[src/rtl/uart_fifo.sv]
// uart_fifo: FIFO-buffered UART with parity, 1/2 stop bits, RX error flags and level irq
// on a four-word single-cycle-ack register window (DATA, STATUS, CTRL, DIV).
module uart_fifo #(
   parameter int FIFO_DEPTH = 8,
   parameter int DIV_WIDTH  = 16,
   parameter int DIV_RESET  = 24
) (
   input  logic        clk,
   input  logic        rst_ni,
   input  logic [1:0]  adr_i,
   input  logic [31:0] dat_i,
   input  logic [3:0]  sel_i,
   input  logic        we_i,
   input  logic        stb_i,
   output logic        ack_o,
   output logic [31:0] dat_o,
   output logic        irq_o,
   input  logic        rxd,
   output logic        txd
);
   localparam int AW = $clog2(FIFO_DEPTH);
   localparam logic [AW:0] FULL = (AW+1)'(FIFO_DEPTH);
   typedef enum logic [2:0] {S_IDLE, S_START, S_DATA, S_PAR, S_STOP} state_t;
   state_t tx_state, tx_next, rx_state, rx_next;
   logic [4:0] ctrl;
   logic [DIV_WIDTH-1:0] div, tx_tmr, rx_tmr;
   logic [31:0] div_w, status;
   logic overrun, frame_err, parity_err;
   logic [7:0] tx_mem [FIFO_DEPTH];
   logic [7:0] rx_mem [FIFO_DEPTH];
   logic [AW-1:0] tx_wp, tx_rp, rx_wp, rx_rp;
   logic [AW:0] tx_cnt, rx_cnt;
   logic wr, rd, clr, tx_push, tx_pop, tx_full, tx_idle, tx_tick;
   logic rx_push, rx_wr, rx_pop, rx_full, rx_avail, rx_samp, rx_perr;
   logic [7:0] tx_sh, tx_sh_n, rx_sh;
   logic [2:0] tx_bit, tx_bit_n, rx_bit;
   logic tx_pen, tx_two, tx_pbit, txd_n, rx_s1, rx_s2, rx_pbit;
   assign ack_o = stb_i;
   assign wr = stb_i & we_i;
   assign rd = stb_i & ~we_i;
   assign clr = wr && adr_i == 2'd1 && sel_i[0];
   assign tx_full = tx_cnt == FULL;
   assign rx_full = rx_cnt == FULL;
   assign rx_avail = rx_cnt != '0;
   assign tx_pop = tx_state == S_IDLE && tx_cnt != '0;
   assign tx_push = wr && adr_i == 2'd0 && sel_i[0] && !tx_full;
   assign tx_idle = tx_cnt == '0 && tx_state == S_IDLE;
   assign tx_tick = tx_tmr >= div;
   assign rx_samp = rx_tmr == (div >> 1);
   assign rx_push = rx_state == S_STOP && rx_samp;
   assign rx_wr = rx_push && !rx_full;
   assign rx_pop = rd && adr_i == 2'd0 && rx_avail;
   assign rx_perr = (^ctrl[1:0]) && ((^{rx_sh, rx_pbit}) != ctrl[1]);
   assign status = {16'b0, 8'(rx_cnt), 1'b0, parity_err, frame_err, overrun, rx_full, rx_avail, tx_full, tx_idle};
   assign irq_o = (ctrl[3] & (rx_avail | overrun | frame_err | parity_err)) | (ctrl[4] & tx_idle);
   always_comb begin
      div_w = 32'(div);
      for (int b = 0; b < 4; b++) if (sel_i[b]) div_w[8*b +: 8] = dat_i[8*b +: 8];
   end
   always_comb begin
      tx_next = tx_state;
      tx_sh_n = tx_sh;
      tx_bit_n = tx_bit;
      case (tx_state)
         S_IDLE: if (tx_cnt != '0) begin tx_next = S_START; tx_sh_n = tx_mem[tx_rp]; end
         S_START: if (tx_tick) begin tx_next = S_DATA; tx_bit_n = 3'd0; end
         S_DATA: if (tx_tick) begin
            tx_sh_n = {1'b0, tx_sh[7:1]};
            tx_bit_n = tx_bit + 3'd1;
            if (tx_bit == 3'd7) tx_next = tx_pen ? S_PAR : S_STOP;
         end
         S_PAR: if (tx_tick) tx_next = S_STOP;
         S_STOP: if (tx_tick) begin
            if (tx_two && tx_bit == 3'd0) tx_bit_n = 3'd1;
            else tx_next = S_IDLE;
         end
         default: tx_next = S_IDLE;
      endcase
      txd_n = tx_next == S_START ? 1'b0 : tx_next == S_DATA ? tx_sh_n[0] : tx_next == S_PAR ? tx_pbit : 1'b1;
   end
   // txd is registered from the next state so the pin never glitches on state decode
   always_ff @(posedge clk or negedge rst_ni) begin
      if (!rst_ni) begin
         tx_state <= S_IDLE;
         tx_tmr <= '0;
         tx_sh <= '0;
         tx_bit <= '0;
         tx_pen <= 1'b0;
         tx_two <= 1'b0;
         tx_pbit <= 1'b0;
         txd <= 1'b1;
      end else begin
         tx_state <= tx_next;
         tx_tmr <= (tx_state == S_IDLE || tx_tick) ? '0 : tx_tmr + 1'b1;
         tx_sh <= tx_sh_n;
         tx_bit <= tx_bit_n;
         txd <= txd_n;
         if (tx_pop) begin
            tx_pen <= ^ctrl[1:0];
            tx_two <= ctrl[2];
            tx_pbit <= ^tx_mem[tx_rp] ^ ctrl[1];
         end
      end
   end
   always_comb begin
      rx_next = rx_state;
      case (rx_state)
         S_IDLE: if (!rx_s2) rx_next = S_START;
         S_START: if (rx_samp) rx_next = rx_s2 ? S_IDLE : S_DATA;
         S_DATA: if (rx_samp && rx_bit == 3'd7) rx_next = (^ctrl[1:0]) ? S_PAR : S_STOP;
         S_PAR: if (rx_samp) rx_next = S_STOP;
         S_STOP: if (rx_samp) rx_next = S_IDLE;
         default: rx_next = S_IDLE;
      endcase
   end
   always_ff @(posedge clk or negedge rst_ni) begin
      if (!rst_ni) begin
         rx_s1 <= 1'b1;
         rx_s2 <= 1'b1;
         rx_state <= S_IDLE;
         rx_tmr <= '0;
         rx_sh <= '0;
         rx_bit <= '0;
         rx_pbit <= 1'b0;
      end else begin
         rx_s1 <= rxd;
         rx_s2 <= rx_s1;
         rx_state <= rx_next;
         rx_tmr <= (rx_state == S_IDLE || rx_tmr >= div) ? '0 : rx_tmr + 1'b1;
         rx_bit <= rx_state == S_START ? 3'd0 : (rx_samp && rx_state == S_DATA) ? rx_bit + 3'd1 : rx_bit;
         if (rx_samp && rx_state == S_DATA) rx_sh <= {rx_s2, rx_sh[7:1]};
         if (rx_samp && rx_state == S_PAR) rx_pbit <= rx_s2;
      end
   end
   always_ff @(posedge clk) begin
      if (tx_push) tx_mem[tx_wp] <= dat_i[7:0];
      if (rx_wr) rx_mem[rx_wp] <= rx_sh;
   end
   always_ff @(posedge clk or negedge rst_ni) begin
      if (!rst_ni) begin
         tx_wp <= '0;
         tx_rp <= '0;
         tx_cnt <= '0;
         rx_wp <= '0;
         rx_rp <= '0;
         rx_cnt <= '0;
         overrun <= 1'b0;
         frame_err <= 1'b0;
         parity_err <= 1'b0;
         ctrl <= '0;
         div <= DIV_WIDTH'(DIV_RESET);
         dat_o <= '0;
      end else begin
         tx_wp <= tx_wp + {{(AW-1){1'b0}}, tx_push};
         tx_rp <= tx_rp + {{(AW-1){1'b0}}, tx_pop};
         tx_cnt <= tx_cnt + {{AW{1'b0}}, tx_push} - {{AW{1'b0}}, tx_pop};
         rx_wp <= rx_wp + {{(AW-1){1'b0}}, rx_wr};
         rx_rp <= rx_rp + {{(AW-1){1'b0}}, rx_pop};
         rx_cnt <= rx_cnt + {{AW{1'b0}}, rx_wr} - {{AW{1'b0}}, rx_pop};
         overrun <= (rx_push & rx_full) | (overrun & ~(clr & dat_i[4]));
         frame_err <= (rx_push & ~rx_s2) | (frame_err & ~(clr & dat_i[5]));
         parity_err <= (rx_push & rx_perr) | (parity_err & ~(clr & dat_i[6]));
         if (wr && adr_i == 2'd2 && sel_i[0]) ctrl <= dat_i[4:0];
         if (wr && adr_i == 2'd3) div <= DIV_WIDTH'(div_w);
         if (rd) dat_o <= adr_i == 2'd0 ? {24'b0, rx_avail ? rx_mem[rx_rp] : 8'h00} :
                          adr_i == 2'd1 ? status : adr_i == 2'd2 ? {27'b0, ctrl} : 32'(div);
      end
   end
endmodule

[config.mk]
export PLATFORM = sky130hd
export DESIGN_NAME = uart_fifo
export DESIGN_NICKNAME = d
export VERILOG_FILES = /design/src/rtl/uart_fifo.sv
export SDC_FILE = /design/constraint.sdc
export NUM_CORES = 1
export LEC_CHECK = 0
export ABC_AREA = 1
export CORE_AREA = 2 2 189 145
export CTS_CLUSTER_SIZE = 28
export DETAILED_ROUTE_END_ITERATION = 6
export DIE_AREA = 0 0 191 147
export PLACE_DENSITY = 0.76
export SLEW_MARGIN = 20
export SYNTH_ARGS = -nofsm -noshare
export SYNTH_HDL_FRONTEND = slang
export SYNTH_SLANG_ARGS = --single-unit
[constraint.sdc]
create_clock -name clk -period 3.3 [get_ports clk]
set_clock_uncertainty 0.05 [all_clocks]
set_input_delay 0.495 -clock clk [delete_from_list [all_inputs] [get_ports clk]]
set_output_delay 0.495 -clock clk [all_outputs]
set_load 0.02 [all_outputs]
After elaboration in Yosys (flattened, before gate mapping) --
Memory sizes are Yosys's and may differ from the RTL's. Cells that the tools add are included. Widths: inputs -> output; s select.
Storage, ports and cells: output and inout bits 35, register bits 143, memory bits (writable) 128, word-level logic and storage cells 182, memories 2
Cells by class: $lt $le $gt $ge 2, $add $sub $neg 12, bitwise gates (word level) 26, reduce and logical (&&, ||, !) cells 41, eq/ne operators 30, muxes and demuxes 40
Memories:
- rx_mem | depth 8, width 8, read ports 1, clocked after Yosys merged registers in 0, wr ports 1, line 30 | logic [7:0] rx_mem [FIFO_DEPTH];
- tx_mem | depth 8, width 8, read ports 1, clocked after Yosys merged registers in 0, wr ports 1, line 29 | logic [7:0] tx_mem [FIFO_DEPTH];
Operator list (count):
- $mux 16 | 5
- $mux 3 | 20
- $add 16x1->16 const B | 2
- $ge 16x16->1 | 2
- $pmux 3 s5 | 2
- $mux 8 | 3
- $ne 2x2->1 const B | 10
- $logic_and 1x1->1 | 19
- $eq 3x2->1 const B | 6
- $eq 16x15->1 | 1
- $pmux 8 s2 | 1
- $and 1x1->1 | 13
- $add 3x1->3 | 4
- $eq 3x3->1 const B | 4
- $reduce_and 5->1 | 2
- $eq 3x1->1 const B | 3
- $logic_not 3->1 | 3
- $pmux 3 s3 | 1
- $reduce_xor 9->1 | 1
- $add 4x1->4 | 2
- $eq 4x4->1 const B | 2
- $reduce_bool 4->1 | 2
- $reduce_xor 8->1 | 1
- $sub 4x1->4 | 2
- 18 further kinds | 40

Depth between registers and ports, before layout --
depth in word-level cells 9, mapped depth 17, depth with buffers taken out 16

Least setup slack after synthesis --
No wires, ideal clock.
path kind reg-to-reg, start register rx_tmr[0], end register rx_cnt[2], path buffers 0, period minus slack after synthesis 2.570 ns, data arrival time 2.397 ns, setup slack 0.730 ns, stages on the path, launching flop included 16, library setup time 0.123 ns, path through dfrtp_1 -> xor2_1 -> nor3b_1 -> nand4_1 -> nor2_1 -> nand2_1 -> nor2_2 -> inv_2 -> nor2_8 -> inv_1 -> ha_1 -> inv_1 -> ha_1 -> inv_1 -> fa_1 -> xnor2_1
On the way: word-level cells in the longest chain between the ends 5
Ends and longest elaborated chain:
- from (decl) | line 26 | logic [DIV_WIDTH-1:0] div, tx_tmr, rx_tmr;
- from (signal assigned) | line 129 | rx_tmr <= (rx_state == S_IDLE || rx_tmr >= div) ? '0 : rx_tmr + 1'b1;
- $eq 16x15->1 | line 49 | assign rx_samp = rx_tmr == (div >> 1);
- $logic_and 1x1->1 | line 50 | assign rx_push = rx_state == S_STOP && rx_samp;
- $logic_and 1x1->1 | line 51 | assign rx_wr = rx_push && !rx_full;
- $add 4x1->4 | line 159 | rx_cnt <= rx_cnt + {{AW{1'b0}}, rx_wr} - {{AW{1'b0}}, rx_pop};
- $sub 4x1->4 | line 159
- to (signal assigned) | line 159
- to (decl) | line 32 | logic [AW:0] tx_cnt, rx_cnt;
Every way passes these cells. A chain may end at the register's enable or synchronous reset.

Final worst setup path --
start register div[2], end register rx_cnt[2]
On the way: word-level cells in the longest chain between the ends 5
Ends and longest elaborated chain:
- from (decl) | line 26
- from (signal assigned) | line 151 | div <= DIV_WIDTH'(DIV_RESET);
- from (signal assigned) | line 164 | if (wr && adr_i == 2'd3) div <= DIV_WIDTH'(div_w);
- $eq 16x15->1 | line 49
- $logic_and 1x1->1 | line 50
- $logic_and 1x1->1 | line 51
- $add 4x1->4 | line 159
- $sub 4x1->4 | line 159
Every way passes these cells.

==> flow_summary.rst <==
.. list-table::
   :header-rows: 1

   * - Metric
     - Value
   * - Part of the total power dissipated in sequential elements
     - 40.1%
   * - Final WL
     - 29000 um
   * - Most frequent cell after synthesis
     - nand2_1
   * - Clock Tree Root
     - clkbuf_16
   * - Setup TNS
     - 0 ns
   * - Post-synth top flop
     - edfxtp_1
   * - Switch Pwr
     - 0.00360 W
   * - DRC marker count from the first detailed-route iteration
     - 735
   * - Detailed-placement wirelength estimate
     - 20100 um
   * - Fraction of post-synthesis cell area in the top cell type by area
     - 30.4%
   * - Cell Rows
     - 52
   * - Total gr overflow
     - 0
   * - Clock latency reported for the late side of the worst-skew pair
     - 0.54 ns
   * - Mapped Cells
     - 1331
   * - Required time worst endpoint
     - 3.68 ns
   * - Proportion of synthesized chip area in sequential cells
     - 55.6%
   * - Final critical-path share of the clock period
     - 92.4%
   * - Area delta synth->final
     - 13.8%
   * - Buffers added on ports
     - 43
   * - Area of the mapped netlist
     - 12600 sq um
   * - Remaining max-slew budget at the tightest pin
     - 49.1%
   * - Power density relative to cell area
     - 710 nW/um^2
   * - Total number of vias
     - 9480
   * - Path class of the lowest-slack min-delay path
     - in2reg
   * - Clock group share of total power
     - 30.0%
   * - CTS H-Tree Depth
     - 1
   * - Per-instance average area after synthesis
     - 9.49 sq um
   * - Finish-stage setup viols
     - 0
   * - Overall die area
     - 28100 sq um
   * - CP arrival
     - 3.43 ns
   * - Number of distinct standard cells referenced by the synthesized netlist
     - 51
   * - Count of boundary I/O pins
     - 78
   * - Effective utilization at floorplan
     - 47.9%
   * - Fraction of final layout cells with drive strength greater than 1
     - 8.27%
   * - Run status
     - complete, no violations
   * - Commonest cells in the synthesized netlist
     - nand2_1 (292), inv_1 (156), nor2_1 (136)
   * - Clock tree from TritonCTS
     - built
   * - Number of buffers inserted by post-CTS setup repair
     - 0
   * - Max-cap viol count
     - 0
   * - Antenna violations before repair
     - 3
   * - Crit Path Max Fanout
     - 5
   * - First-pass GRT wire length
     - 47700 um
   * - Biggest cell delay along the critical path
     - 0.39 ns
   * - Clock-pin slew reported for the worst setup and hold paths after clock tree synthesis
     - 0.07 ns
   * - Flip-flop and latch count after synthesis
     - 255
   * - Number of nets in the layout
     - 1499
   * - TritonCTS Buffers
     - 26
   * - Slowest stage cell, crit path
     - dfrtp_1
   * - Global-route total usage across every layer
     - 21.4%
   * - DR DRC count
     - 0
   * - Chip Width
     - 191 um
   * - Pin count of the biggest net entering global routing
     - 61
   * - Overall die height
     - 147 um
   * - Minimum period implied by the final worst setup slack
     - 3.05 ns
   * - Transition at the pin with the smallest max-transition slack
     - 0.759 ns
   * - Proportion of register bits with asynchronous set or reset after synthesis
     - 49.8%
   * - Cells along the critical path
     - inv_1 > nor2_1 > nor3b_1 > nand4_1 > nor2_1 > nand2_1 > nor2_2 > inv_2 > nor2_8 > inv_1 > ha_1 > inv_1 > ha_1 > inv_1 > fa_1 > xnor2_1
   * - Number of enable flip-flop cells after synthesis
     - 128
   * - P_leak
     - 6.38 nW
   * - Pins over their slew limit
     - 0
   * - Number of fill cells
     - 2294
   * - Final Hold Slack
     - 0.303 ns
   * - Synth area leader
     - edfxtp_1
   * - Startpoint kind of the worst setup timing path
     - flip-flop
   * - Average wire per cell in the routed design
     - 16.4 um
   * - Synth Warn #
     - 0
   * - RSZ-0062 raised after global routing
     - false
   * - Share of total power in combinational logic
     - 29.9%
   * - Remaining number of nets flagged by the antenna check after routing
     - 0
   * - Standard cell core area
     - 26400 sq um
   * - Most used cell along the critical path
     - inv_1
   * - Largest cells by area after synthesis
     - edfxtp_1 (30%), dfrtp_1 (24%), nand2_1 (8.7%), ha_1 (5.8%), inv_1 (4.6%)
   * - Placer Congestion
     - 0.920
   * - Max VDD drop
     - 0.503 mV
   * - Internal power
     - 0.00661 W
   * - Number of global-route vias before repair
     - 9313
   * - Hold violation total from the final report
     - 0
   * - Average vias per placed instance
     - 5.37
   * - Crit. End Element
     - flip-flop
   * - Num Clock Sinks
     - 255
   * - Setup Crit Path Kind
     - reg2reg
   * - Fmax achieved
     - 0.328 GHz
   * - Pre-Repair DR Iteration Count
     - 5
   * - Switching share of power
     - 35.2%
   * - Number of buffers on the longest clock path
     - 3
==> power by group through the flow <==
stage / sequential, W / combinational (W) / clock [W]
after floorplan: 0.00406 / 0.00225 / 0
after detailed placement: 0.00414 / 0.00302 / 0
final: 0.00409 / 0.00305 / 0.00306
after CTS: 0.00408 / 0.00305 / 0.00310
after global routing: 0.00414 / 0.00352 / 0.00324
after global placement: 0.00412 / 0.00289 / 0
==> placed cells by master, fill, tap and decap left out, types with 6 or more instances in the layout <==
cell type and n:
nor3b_1 10, inv_2 12, conb_1 16, o211ai_1 18, buf_4 27, dfrtp_1 122
xnor2_1 12, o21ai_1 11, nand3_1 73, nor2_2 6, o221ai_1 13, edfxtp_1 128
o22ai_1 6, inv_1 156, o21ai_0 94, ha_1 59, nor2_1 136, nor3_1 24
clkbuf_16 26, nand2_1 292, a21oi_1 36, clkdlybuf4s50_1 41, xor2_1 14, nand4_1 7
==> critical path: cells and delay by family (launching register included) <==
kind | cells | cell delay, ns
flops | 1 | 0.39
fa+ha+maj | 3 | 0.81
xor+xnor | 1 | 0.14
simple gates | 7 | 1.11
buf+inv | 5 | 0.43
==> final timing paths <==
kind                       startpoint           to  slack [ns]  depth (start not counted)
max in group asynchronous      rst_ni        rx_s1        1.92                          3
min reg2reg                     rx_s1        rx_s2        0.31                          0
min in group asynchronous      rst_ni  tx_state[1]        0.48                          2
max                            div[2]    rx_cnt[2]        0.25                         16
max reg2reg                    div[2]    rx_cnt[2]        0.25                         16
min                               rxd        rx_s1        0.30                          1
==> sequential cells by signal, indices dropped and copies added (netlist names), 3 cells and up <==
name and flops:
rx_sh 8, ctrl 5, rx_wp 3, rx_mem 64, tx_rp 3, tx_state 3, tx_mem 64, div 16
rx_rp 3, rx_bit 3, tx_wp 3, rx_cnt 4, tx_tmr 16, dat_o 16, tx_cnt 4, rx_state 3
rx_tmr 16, tx_bit 3, tx_sh 8
==> metal layers <==
| layer | GRT usage [%] | vias up | share of wire, % | wire length [um] |
|---|---|---|---|---|
| li1 | - | 4538 | - | - |
| met5 | 0 | - | 0.045 | 13 |
| met2 | 32.8 | 307 | 45 | 13000 |
| met4 | 6.05 | 2 | 2.3 | 669 |
| met3 | 4.20 | 58 | 7.9 | 2290 |
| met1 | 31.1 | 4575 | 45 | 13000 |
==> final cells by class <==
type | count | area [sq um] | area share (%)
flip-flops and latches | 255 | 7030 | 48.9
multi-input cells | 871 | 4710 | 32.8
clock buffers | 35 | 734 | 5.11
repair buffers | 72 | 667 | 4.64
inverters | 169 | 634 | 4.41
well taps | 351 | 439 | 3.06
clock inverters | 13 | 160 | 1.11
diodes | 1 | 2.50 | 0.0174
==> through the flow <==
stage | total power (W) | cells | worst slack (ns) | util (%) | area, sq um
floorplan | 0.00632 | 1346 | 0.730 | - | 12700
global placement | 0.00701 | 1717 | 0.355 | 51.1 | 13500
detailed placement | 0.00716 | 1717 | 0.295 | 51.1 | 13500
CTS | 0.0102 | 1766 | 0.135 | 54.5 | 14400
global route | 0.0109 | 1767 | 0.0447 | 54.5 | 14400
finish | 0.0102 | 1767 | 0.250 | 54.5 | 14400
==> kinds of logic (layout without fill, tap and decap cells) <==
kind of cell	Yosys count	after routing	share of synthesized area [%]
other cells	1	17	0.0297
fa+ha+maj	61	61	6.16
buf+inv	220	289	7.53
mux	4	4	0.317
compound gates	191	191	8.75
flops	255	255	55.6
xor+xnor	26	26	1.80
simple gates	573	573	19.8
==> what timing repair did <==
item	4_1_cts	5_1_grt
setup endpoints to repair	0	1
hold endpoints to repair	55	0
hold buffers	1	0
gates resized for setup	0	1
No activity file was read; power rests on OpenSTA's default activity.
